--- config.mk ---
export PLATFORM = sky130hd
export DESIGN_NAME = ren_bin_walker_flat
export DESIGN_NICKNAME = d
export VERILOG_FILES = /design/src/rtl/ren_bin_walker_pkg.sv /design/src/rtl/ren_bin_walker_if.sv /design/src/rtl/ren_bin_walker_tile_clamp.sv /design/src/rtl/ren_bin_walker.sv /design/src/flat_wrapper.sv
export SDC_FILE = /design/constraint.sdc
export NUM_CORES = 1
export LEC_CHECK = 0
export ABC_AREA = 1
export BUFFER_PORTS_ARGS = -buffer_cell sky130_fd_sc_hd__buf_2
export CAP_MARGIN = 15
export CORE_MARGIN = 2
export CORE_UTILIZATION = 60
export CTS_CLUSTER_DIAMETER = 200
export DETAILED_ROUTE_END_ITERATION = 16
export PLACE_DENSITY_LB_ADDON = 0.2
export SYNTH_ARGS = -nofsm -noshare
export SYNTH_HDL_FRONTEND = slang
export SYNTH_HIERARCHICAL = 1
export SYNTH_SLANG_ARGS = --single-unit
--- constraint.sdc ---
create_clock -name clk -period 5.8 [get_ports clk]
set_input_delay 1.16 -clock clk [delete_from_list [all_inputs] [get_ports clk]]
set_output_delay 1.16 -clock clk [all_outputs]
set_load 0.02 [all_outputs]
--- src/rtl/ren_bin_walker_pkg.sv ---
// Shared definitions for the setup-to-binner tile walker: screen defaults,
// record field widths and the walker state encoding.
package ren_bin_walker_pkg;

    localparam int NUM_TILES_X_DEF = 40;
    localparam int NUM_TILES_Y_DEF = 30;
    localparam int TILE_SIZE       = 16;
    localparam int COORD_W         = 16;
    localparam int END_W           = COORD_W + 1;

    typedef logic [COORD_W-1:0] coord_t;

    typedef enum logic [1:0] {
        s_IDLE = 2'd0,
        s_CLIP = 2'd1,
        s_WALK = 2'd2
    } walk_state_t;

endpackage

--- src/rtl/ren_bin_walker_if.sv ---
// Triangle-queue read side and bin-entry output side of the tile walker.
interface ren_bin_walker_if #(
    parameter int TRI_ID_W = 12
);
    import ren_bin_walker_pkg::*;

    logic                i_fifo_empty;
    logic                o_fifo_rd;
    coord_t              i_tile_x0;
    coord_t              i_tile_y0;
    coord_t              i_steps_x;
    coord_t              i_steps_y;
    logic                o_valid;
    logic                i_ready;
    coord_t              o_tile_x;
    coord_t              o_tile_y;
    logic [TRI_ID_W-1:0] o_tri_id;
    logic                o_last;
    logic                o_reject;
    logic                o_idle;

    modport master (
        input  i_fifo_empty, i_tile_x0, i_tile_y0, i_steps_x, i_steps_y, i_ready,
        output o_fifo_rd, o_valid, o_tile_x, o_tile_y, o_tri_id, o_last, o_reject, o_idle
    );

    modport slave (
        output i_fifo_empty, i_tile_x0, i_tile_y0, i_steps_x, i_steps_y, i_ready,
        input  o_fifo_rd, o_valid, o_tile_x, o_tile_y, o_tri_id, o_last, o_reject, o_idle
    );

endinterface

--- src/rtl/ren_bin_walker_tile_clamp.sv ---
// One axis of the tile rectangle: base + step summed without wrap, clamped to
// the last on-screen tile, with a flag when the base itself is off-screen.
module ren_bin_walker_tile_clamp
    import ren_bin_walker_pkg::*;
#(
    parameter int LIMIT = 40
) (
    input  coord_t i_base,
    input  coord_t i_step,
    output coord_t o_end,
    output logic   o_off
);

    localparam logic [END_W-1:0] LAST = END_W'(LIMIT - 1);

    logic [END_W-1:0] end_full;

    always_comb begin
        end_full = {1'b0, i_base} + {1'b0, i_step};
        o_off    = {1'b0, i_base} > LAST;
        o_end    = (end_full > LAST) ? LAST[COORD_W-1:0] : end_full[COORD_W-1:0];
    end

endmodule

--- src/rtl/ren_bin_walker.sv ---
// Pops triangle tile rectangles from the setup queue, clips them to the screen
// and emits one bin entry per covered tile in row-major order.
module ren_bin_walker
    import ren_bin_walker_pkg::*;
#(
    parameter int NUM_TILES_X = NUM_TILES_X_DEF,
    parameter int NUM_TILES_Y = NUM_TILES_Y_DEF,
    parameter int TRI_ID_W    = 12
) (
    input  logic              clk,
    input  logic              rst,
    ren_bin_walker_if.master  bus
);

    walk_state_t         state_q, state_d;
    coord_t              x0_q, x0_d, y0_q, y0_d;
    coord_t              sx_q, sx_d, sy_q, sy_d;
    coord_t              end_x_q, end_x_d, end_y_q, end_y_d;
    coord_t              cur_x_q, cur_x_d, cur_y_q, cur_y_d;
    logic [TRI_ID_W-1:0] tri_id_q, tri_id_d;

    coord_t clamp_x, clamp_y;
    logic   off_x, off_y;
    logic   at_end_x, at_end_y;

    ren_bin_walker_tile_clamp #(.LIMIT(NUM_TILES_X)) u_clamp_x (
        .i_base (x0_q),
        .i_step (sx_q),
        .o_end  (clamp_x),
        .o_off  (off_x)
    );

    ren_bin_walker_tile_clamp #(.LIMIT(NUM_TILES_Y)) u_clamp_y (
        .i_base (y0_q),
        .i_step (sy_q),
        .o_end  (clamp_y),
        .o_off  (off_y)
    );

    always_ff @(posedge clk or posedge rst) begin
        if (rst) begin
            state_q  <= s_IDLE;
            x0_q     <= '0;
            y0_q     <= '0;
            sx_q     <= '0;
            sy_q     <= '0;
            end_x_q  <= '0;
            end_y_q  <= '0;
            cur_x_q  <= '0;
            cur_y_q  <= '0;
            tri_id_q <= '0;
        end else begin
            state_q  <= state_d;
            x0_q     <= x0_d;
            y0_q     <= y0_d;
            sx_q     <= sx_d;
            sy_q     <= sy_d;
            end_x_q  <= end_x_d;
            end_y_q  <= end_y_d;
            cur_x_q  <= cur_x_d;
            cur_y_q  <= cur_y_d;
            tri_id_q <= tri_id_d;
        end
    end

    assign at_end_x = (cur_x_q == end_x_q);
    assign at_end_y = (cur_y_q == end_y_q);

    always_comb begin
        state_d       = state_q;
        x0_d          = x0_q;
        y0_d          = y0_q;
        sx_d          = sx_q;
        sy_d          = sy_q;
        end_x_d       = end_x_q;
        end_y_d       = end_y_q;
        cur_x_d       = cur_x_q;
        cur_y_d       = cur_y_q;
        tri_id_d      = tri_id_q;
        bus.o_fifo_rd = 1'b0;
        bus.o_valid   = 1'b0;
        bus.o_last    = 1'b0;
        bus.o_reject  = 1'b0;
        bus.o_idle    = 1'b0;

        case (state_q)
            s_IDLE: begin
                bus.o_idle = 1'b1;
                // Gate the pop with rst so nothing is consumed while held in reset.
                if (!bus.i_fifo_empty && !rst) begin
                    bus.o_fifo_rd = 1'b1;
                    x0_d          = bus.i_tile_x0;
                    y0_d          = bus.i_tile_y0;
                    sx_d          = bus.i_steps_x;
                    sy_d          = bus.i_steps_y;
                    state_d       = s_CLIP;
                end
            end
            s_CLIP: begin
                if (off_x || off_y) begin
                    bus.o_reject = 1'b1;
                    tri_id_d     = tri_id_q + 1'b1;
                    state_d      = s_IDLE;
                end else begin
                    end_x_d = clamp_x;
                    end_y_d = clamp_y;
                    cur_x_d = x0_q;
                    cur_y_d = y0_q;
                    state_d = s_WALK;
                end
            end
            s_WALK: begin
                bus.o_valid = 1'b1;
                bus.o_last  = at_end_x && at_end_y;
                if (bus.i_ready) begin
                    if (!at_end_x) begin
                        cur_x_d = cur_x_q + 1'b1;
                    end else if (!at_end_y) begin
                        cur_x_d = x0_q;
                        cur_y_d = cur_y_q + 1'b1;
                    end else begin
                        tri_id_d = tri_id_q + 1'b1;
                        state_d  = s_IDLE;
                    end
                end
            end
            default: state_d = s_IDLE;
        endcase
    end

    assign bus.o_tile_x = cur_x_q;
    assign bus.o_tile_y = cur_y_q;
    assign bus.o_tri_id = tri_id_q;

endmodule

--- src/flat_wrapper.sv ---
// flat-port wrapper written by rule: the top's interface ports become plain ports
module ren_bin_walker_flat import ren_bin_walker_pkg::*;
#(
    parameter int NUM_TILES_X = NUM_TILES_X_DEF,
    parameter int NUM_TILES_Y = NUM_TILES_Y_DEF,
    parameter int TRI_ID_W    = 12
)
  (clk, rst, bus_i_fifo_empty, bus_i_tile_x0, bus_i_tile_y0, bus_i_steps_x, bus_i_steps_y, bus_i_ready, bus_o_fifo_rd, bus_o_valid, bus_o_tile_x, bus_o_tile_y, bus_o_tri_id, bus_o_last, bus_o_reject, bus_o_idle);
  ren_bin_walker_if #(.TRI_ID_W(TRI_ID_W)) bus_i ();
  input  logic clk;
  input  logic rst;
  input wire logic [$bits(bus_i.i_fifo_empty)-1:0] bus_i_fifo_empty;
  input wire logic [$bits(bus_i.i_tile_x0)-1:0] bus_i_tile_x0;
  input wire logic [$bits(bus_i.i_tile_y0)-1:0] bus_i_tile_y0;
  input wire logic [$bits(bus_i.i_steps_x)-1:0] bus_i_steps_x;
  input wire logic [$bits(bus_i.i_steps_y)-1:0] bus_i_steps_y;
  input wire logic [$bits(bus_i.i_ready)-1:0] bus_i_ready;
  output wire logic [$bits(bus_i.o_fifo_rd)-1:0] bus_o_fifo_rd;
  output wire logic [$bits(bus_i.o_valid)-1:0] bus_o_valid;
  output wire logic [$bits(bus_i.o_tile_x)-1:0] bus_o_tile_x;
  output wire logic [$bits(bus_i.o_tile_y)-1:0] bus_o_tile_y;
  output wire logic [$bits(bus_i.o_tri_id)-1:0] bus_o_tri_id;
  output wire logic [$bits(bus_i.o_last)-1:0] bus_o_last;
  output wire logic [$bits(bus_i.o_reject)-1:0] bus_o_reject;
  output wire logic [$bits(bus_i.o_idle)-1:0] bus_o_idle;
  assign bus_i.i_fifo_empty = bus_i_fifo_empty;
  assign bus_i.i_tile_x0 = bus_i_tile_x0;
  assign bus_i.i_tile_y0 = bus_i_tile_y0;
  assign bus_i.i_steps_x = bus_i_steps_x;
  assign bus_i.i_steps_y = bus_i_steps_y;
  assign bus_i.i_ready = bus_i_ready;
  assign bus_o_fifo_rd = bus_i.o_fifo_rd;
  assign bus_o_valid = bus_i.o_valid;
  assign bus_o_tile_x = bus_i.o_tile_x;
  assign bus_o_tile_y = bus_i.o_tile_y;
  assign bus_o_tri_id = bus_i.o_tri_id;
  assign bus_o_last = bus_i.o_last;
  assign bus_o_reject = bus_i.o_reject;
  assign bus_o_idle = bus_i.o_idle;
  ren_bin_walker #(.NUM_TILES_X(NUM_TILES_X), .NUM_TILES_Y(NUM_TILES_Y), .TRI_ID_W(TRI_ID_W)) u_core (.clk(clk), .rst(rst), .bus(bus_i));
endmodule
### Word level (Yosys, flattened, before mapping)

Index checks and enable logic that the tools add are counted.

| operators by class | value |
|---|---|
| bitwise gates (word level) | 1 |
| div/mod/pow operators | 0 |
| $add $sub $neg | 5 |
| magnitude comparators | 4 |
| multiplexer cells | 30 |
| $mul | 0 |
| shift operators | 0 |
| reduce and logical (&&, ||, !) cells | 13 |
| equal/unequal tests | 12 |

Operators with widths:

| operator | number |
|---|---|
| two-way mux 16 bit | 10 |
| case mux 16 bit (2 select lines) | 2 |
| two-way mux 12 bit | 4 |
| adder 16 x 16 -> 17 bit | 2 |
| adder 16 x 1 -> 16 bit (second input constant) | 2 |
| equality test 16 bit | 2 |
| case mux 12 bit (2 select lines) | 1 |
| > comparator 17 x 5 -> 1 bit (second input constant) | 1 |
| > comparator 17 x 6 -> 1 bit (second input constant) | 1 |
| > comparator 16 x 5 -> 1 bit (second input constant) | 1 |
| > comparator 16 x 6 -> 1 bit (second input constant) | 1 |
| adder 12 x 1 -> 12 bit (second input constant) | 1 |
| two-way mux 2 bit | 5 |
| AND reduction 5 bit | 2 |
| inequality test 2 x 1 -> 1 bit (second input constant) | 4 |
| AND reduction 4 bit | 2 |
| two-way mux 1 bit | 7 |
| inequality test 2 bit (second input constant) | 3 |
| case mux 2 bit (3 select lines) | 1 |
| AND reduction 2 bit | 2 |
| inequality test 3 bit (second input constant) | 1 |
| equality test 2 x 1 -> 1 bit (second input constant) | 1 |
| equality test 2 bit (second input constant) | 1 |
| logical AND 1 bit | 2 |
| 5 further kinds | 6 |

| word-level totals | value |
|---|---|
| register bits after elaboration | 142 |
| RAM bits | 0 |
| input bits | 68 |
| bits in latches | 0 |
| memories kept | 0 |
| bits in read-only memories | 0 |

### Depth between registers and ports, before layout

| depth | value |
|---|---|
| word-level depth | 5 |
| mapped depth | 17 |
| gate-level depth less buffers | 17 |

### Cells and area by module

The synthesis kept the hierarchy.

By module, submodules not included:

| module | times used | cells an instance | area an instance (um^2) |
|---|---|---|---|
| ren_bin_walker | 1 | 1029 | 7403.4 |
| ren_bin_walker_tile_clamp at u_core.u_clamp_x | 1 | 259 | 1342.5 |
| ren_bin_walker_tile_clamp at u_core.u_clamp_y | 1 | 245 | 1273.7 |

### Worst setup path before layout

OpenSTA, ideal clock, no wires.

| timing path | value |
|---|---|
| path kind | in2out |
| start | input rst |
| end | output bus_o_fifo_rd |
| slack | 2.620 ns |
| buffers on the path | 1 |
| stages on the path | 2 |
| arrival time | 2.020 ns |
| required time | 4.640 ns |
| cells stage by stage | nor4_2 > clkbuf_1 |

| on the way | value |
|---|---|
| cells in the longest elaborated chain, start to end | 4 |

RTL lines:

| what | RTL line | text |
|---|---|---|
| start: declaration | flat_wrapper.sv:11 | `input logic rst;` |
| logical NOT 1 bit (no line) | - |  |
| logical AND 1 bit | ren_bin_walker.sv:90 | `if (!bus.i_fifo_empty && !rst) begin` |
| two-way mux 1 bit | ren_bin_walker.sv:90 |  |
| two-way mux 1 bit | ren_bin_walker.sv:86 | `case (state_q)` |
| end: declaration | flat_wrapper.sv:18 | `output wire logic [$bits(bus_i.o_fifo_rd)-1:0] bus_o_fifo_rd;` |

No other way between the ends.

### Worst setup path in the final report

| timing path | value |
|---|---|
| start | register u_core.cur_x_q[3] (netlist: u_core/bus.o_tile_x[3]) |
| end | output bus_o_last |

| on the way | value |
|---|---|
| cells in the longest elaborated chain, start to end | 3 |

RTL lines:

| what | RTL line | text |
|---|---|---|
| start: declaration | ren_bin_walker.sv:19 | `coord_t cur_x_q, cur_x_d, cur_y_q, cur_y_d;` |
| start signal: assignment | ren_bin_walker.sv:60 | `cur_x_q <= cur_x_d;` |
| equality test 16 bit | ren_bin_walker.sv:66 | `assign at_end_x = (cur_x_q == end_x_q);` |
| logical AND 1 bit | ren_bin_walker.sv:114 | `bus.o_last = at_end_x && at_end_y;` |
| two-way mux 1 bit | ren_bin_walker.sv:86 |  |
| end: declaration | flat_wrapper.sv:23 | `output wire logic [$bits(bus_i.o_last)-1:0] bus_o_last;` |

No other way between the ends.

==> results.md <==
- Outcome: complete, no violations
- Slew @ Worst Pin: 0.997 ns
- Worst path arrival time: 2.51 ns
- Core Area: 16500 µm²
- FF-to-FF Start: u_core/state_q[1]
- Largest cells by area after synthesis: dfrtp_1, nand2_1, inv_1, nand3_1, ha_1
- Setup TNS Final: 0 ns
- Crit path to: bus_o_last
- CTS Hold Bufs: 0
- Global Route Usage Sum: 0.297
- Total grt overflow: 0
- Synth area leader: dfrtp_1
- Final GP Congestion: 0.885
- Crit path capture type: output port
- TritonRoute pass-1 iters: 5
- CP Max Fanout: 20
- Hold slack: 0.476 ns
- Cell count of the worst reg-to-reg path: 10
- Critical path type: reg -> out
- Reg-to-reg slack, setup: 2.99 ns
- R2R Path End: u_core/bus.o_tile_y[8]
- Chip Height: 133 µm
- N_diodes: 0
- IO buf count: 116
- Maxcap violations: 0
- Critical path depth: 7
- Setup Skew: 0.00876 ns
- Crit. Startpoint: u_core/bus.o_tile_x[3]
- Async S/R FF share, synth: 1.00
- Initial DRC count: 901
- LEAKAGE: 6.44 nW
- Layer with the highest usage: met2
- DIE AREA: 17700 µm²
- Global-route wire length before repair: 42.9 mm
- Layout cells sized above 1: 0.131
- # DRC: 0
- Fill cell count: 1442
- Slowest CP cell: nand2_1
- Clock Tree Buf Depth: 2
- CTS tree: built
- Multi-input logic area: 5460 µm²
- Sequential share of the synthesized area: 0.355
- Post-CTS Setup Inserts: 0
- Sequential power share: 0.305
- Layout area overhead: 12.8%
- Crit path max-delay family: simple AND/OR/NAND/NOR gates
- H-Tree Depth: 4
- Worst min-delay path class: reg -> reg
- Logic pwr share: 0.458
- Final nets: 1735
- Switching share of power: 0.453
- Commonest non-fill, non-tap cells in the layout: nand2_1, inv_1, dfrtp_1
- Chip Width: 133 µm
- Crit share post-route: 0.633
- Row cnt: 47
- Post-route ant nets: 0
- RSZ-0062 raised after global routing: no
- Slew Limit Fails: 0
- Crit path launch type: flop
- CTS Sinks: 142
- Starting density of the core: 0.609
- Worst skew pair latency: 0.43 ns
- CP cell instances: xor2_1 -> nor2_1 -> nand2_1 -> nor2_1 -> nand2_1 -> nor2_1 -> buf_2
- Cells after Synth: 1533
- Final Hold Fails: 0
- Antenna violations before repair: 0
- Worst-path clk slew: 0.06 ns
- Met3 Use GR: 0.0479
- Top_reg_cell synth: dfrtp_1
- Endpoints failing setup: 0
- Vias: 9787
- Cell-internal power: 2.96 mW
- Storage element area: 3550 µm²
- Largest net degree at the start of global routing: 109
- CP bufs+invs: 1
- Worst stage delay on the critical path: 0.50 ns
- IO Pins: 117
- Switching Power: 2.44 mW
- Final min period: 3.67 ns
- Cts bufs inserted: 17
- Max-slew headroom: 0.335
- Root Driver: clkbuf_16
- Worst vdd ir: 0.000253 V
- Final HPWL DP: 18.4 mm
- Vias per cell: 5.25
- Pwr Density: 478 nW/µm²
- F_max: 272 MHz
- Global-route met2 utilization: 0.505
- WL/cell: 13.7 µm
- Routed WL: 25.5 mm
- Vias in the first global route: 9206
- Synth warn: 6
- Post-synth EDFFs: 0
- #FFs+latches synth: 142
- Met1 usage: 0.398
- Clk pwr share: 0.237
- Commonest non-fill, non-tap cell in the layout: nand2_1
- Cell Area, Synth: 10000 µm²
- Share of the synthesized area in the top cell type: 0.355
- Worst path most repeated cell: nor2_1
- WP data required: 4.64 ns
- PostCTS Resize Cnt: 0
- Avg Cell Area, Syn: 6.54 µm²
- Distinct cell type count after synthesis: 37
## synthesized netlist by cell type, types with 2 or more instances
| cell | count |
|---|---|
| nand3b_1 | 13 |
| inv_2 | 19 |
| buf_2 | 13 |
| nor2_1 | 115 |
| nand3_1 | 104 |
| nor2_2 | 7 |
| xor2_1 | 19 |
| conb_1 | 2 |
| nor4_1 | 7 |
| nand3_2 | 6 |
| xnor2_1 | 8 |
| nand4_1 | 29 |
| buf_6 | 5 |
| o21ai_0 | 32 |
| clkbuf_1 | 18 |
| nand2_4 | 3 |
| fa_1 | 2 |
| buf_4 | 23 |
| and2_1 | 6 |
| ha_1 | 35 |
| nor3_1 | 7 |
| nand2_2 | 13 |
| nand2_1 | 668 |
| inv_1 | 174 |
| dfrtp_1 | 142 |
| a21oi_4 | 2 |
| nor2_4 | 6 |
| mux2_2 | 3 |
| a21oi_1 | 44 |
## registers in the layout, summed over array words and instances, names as in the netlist
register / count
u_core/bus.o_tile_x: 16
u_core/bus.o_tile_y: 16
u_core/bus.o_tri_id: 12
u_core/end_x_q: 16
u_core/end_y_q: 16
u_core/state_q: 2
u_core/sx_q: 16
u_core/sy_q: 16
u_core/x0_q: 16
u_core/y0_q: 16
## layer usage
layer	up-vias	share of wire
li1	4913	-
met1	4509	0.45
met2	326	0.47
met3	39	0.058
met4	0	0.016
met5	-	0
## worst reg2reg max path: cells and delay by family, from the launching register on
family                 cells  cell delay, ns
buffers and inverters      3            0.62
DFF                        1            0.48
and+or+nand+nor            5            1.32
AOI/OAI and AO/OA          2            0.33
## layout make-up
type | count | share of cell area
Multi-Input combinational cell | 1157 | 0.483
Timing Repair Buffer | 119 | 0.0533
Sequential cell | 142 | 0.314
Inverter | 193 | 0.0645
Tap cell | 220 | 0.0243
Clock inverter | 13 | 0.0206
Clock buffer | 19 | 0.0401
## kinds of logic after synthesis
logic type,share of synthesized area
other,0.000750
and+or+nand+nor,0.417
AOI/OAI and AO/OA,0.0443
adders and majority gates,0.0477
muxes,0.00337
xor gates and xnor gates,0.0236
DFF,0.355
buffers and inverters,0.109
## power groups by stage
stage          Sequential, mW  Clock [mW]  Combinational, mW
6_report                 1.65        1.28               2.47
5_1_grt                  1.69        1.34               2.82
4_1_cts                  1.64        1.29               2.45
3_5_place_dp             1.65           0               2.42
3_3_place_gp             1.64           0               2.37
2_1_floorplan            1.64           0               1.81
## how the worst min path moves through the flow
stage,startpoint,to,slack (ns),cells after the start
6_report,u_core/sy_q[10],u_core/sy_q[10],0.48,2
5_1_grt,u_core/sy_q[11],u_core/sy_q[11],0.51,2
4_1_cts,u_core/sy_q[10],u_core/sy_q[10],0.48,2
3_5_place_dp,u_core/sy_q[10],u_core/sy_q[10],0.46,2
3_3_place_gp,u_core/sx_q[7],u_core/sx_q[7],0.46,2
2_1_floorplan,u_core/sx_q[0],u_core/sx_q[0],0.45,2
## per-stage QoR
stage | std cells | instance area [µm²] | worst slack (ns) | power [mW] | util
5_1_grt | 1863 | 11300 | 1.93 | 5.85 | 0.687
4_1_cts | 1863 | 11300 | 2.17 | 5.38 | 0.687
6_report | 1863 | 11300 | 2.13 | 5.40 | 0.687
3_5_place_dp | 1831 | 10600 | 2.59 | 4.08 | 0.645
2_1_floorplan | 1552 | 10100 | 0.830 | 3.45 | -
3_3_place_gp | 1831 | 10600 | 2.68 | 4.01 | 0.645
Note: power is estimated with default switching activity, not from simulation.
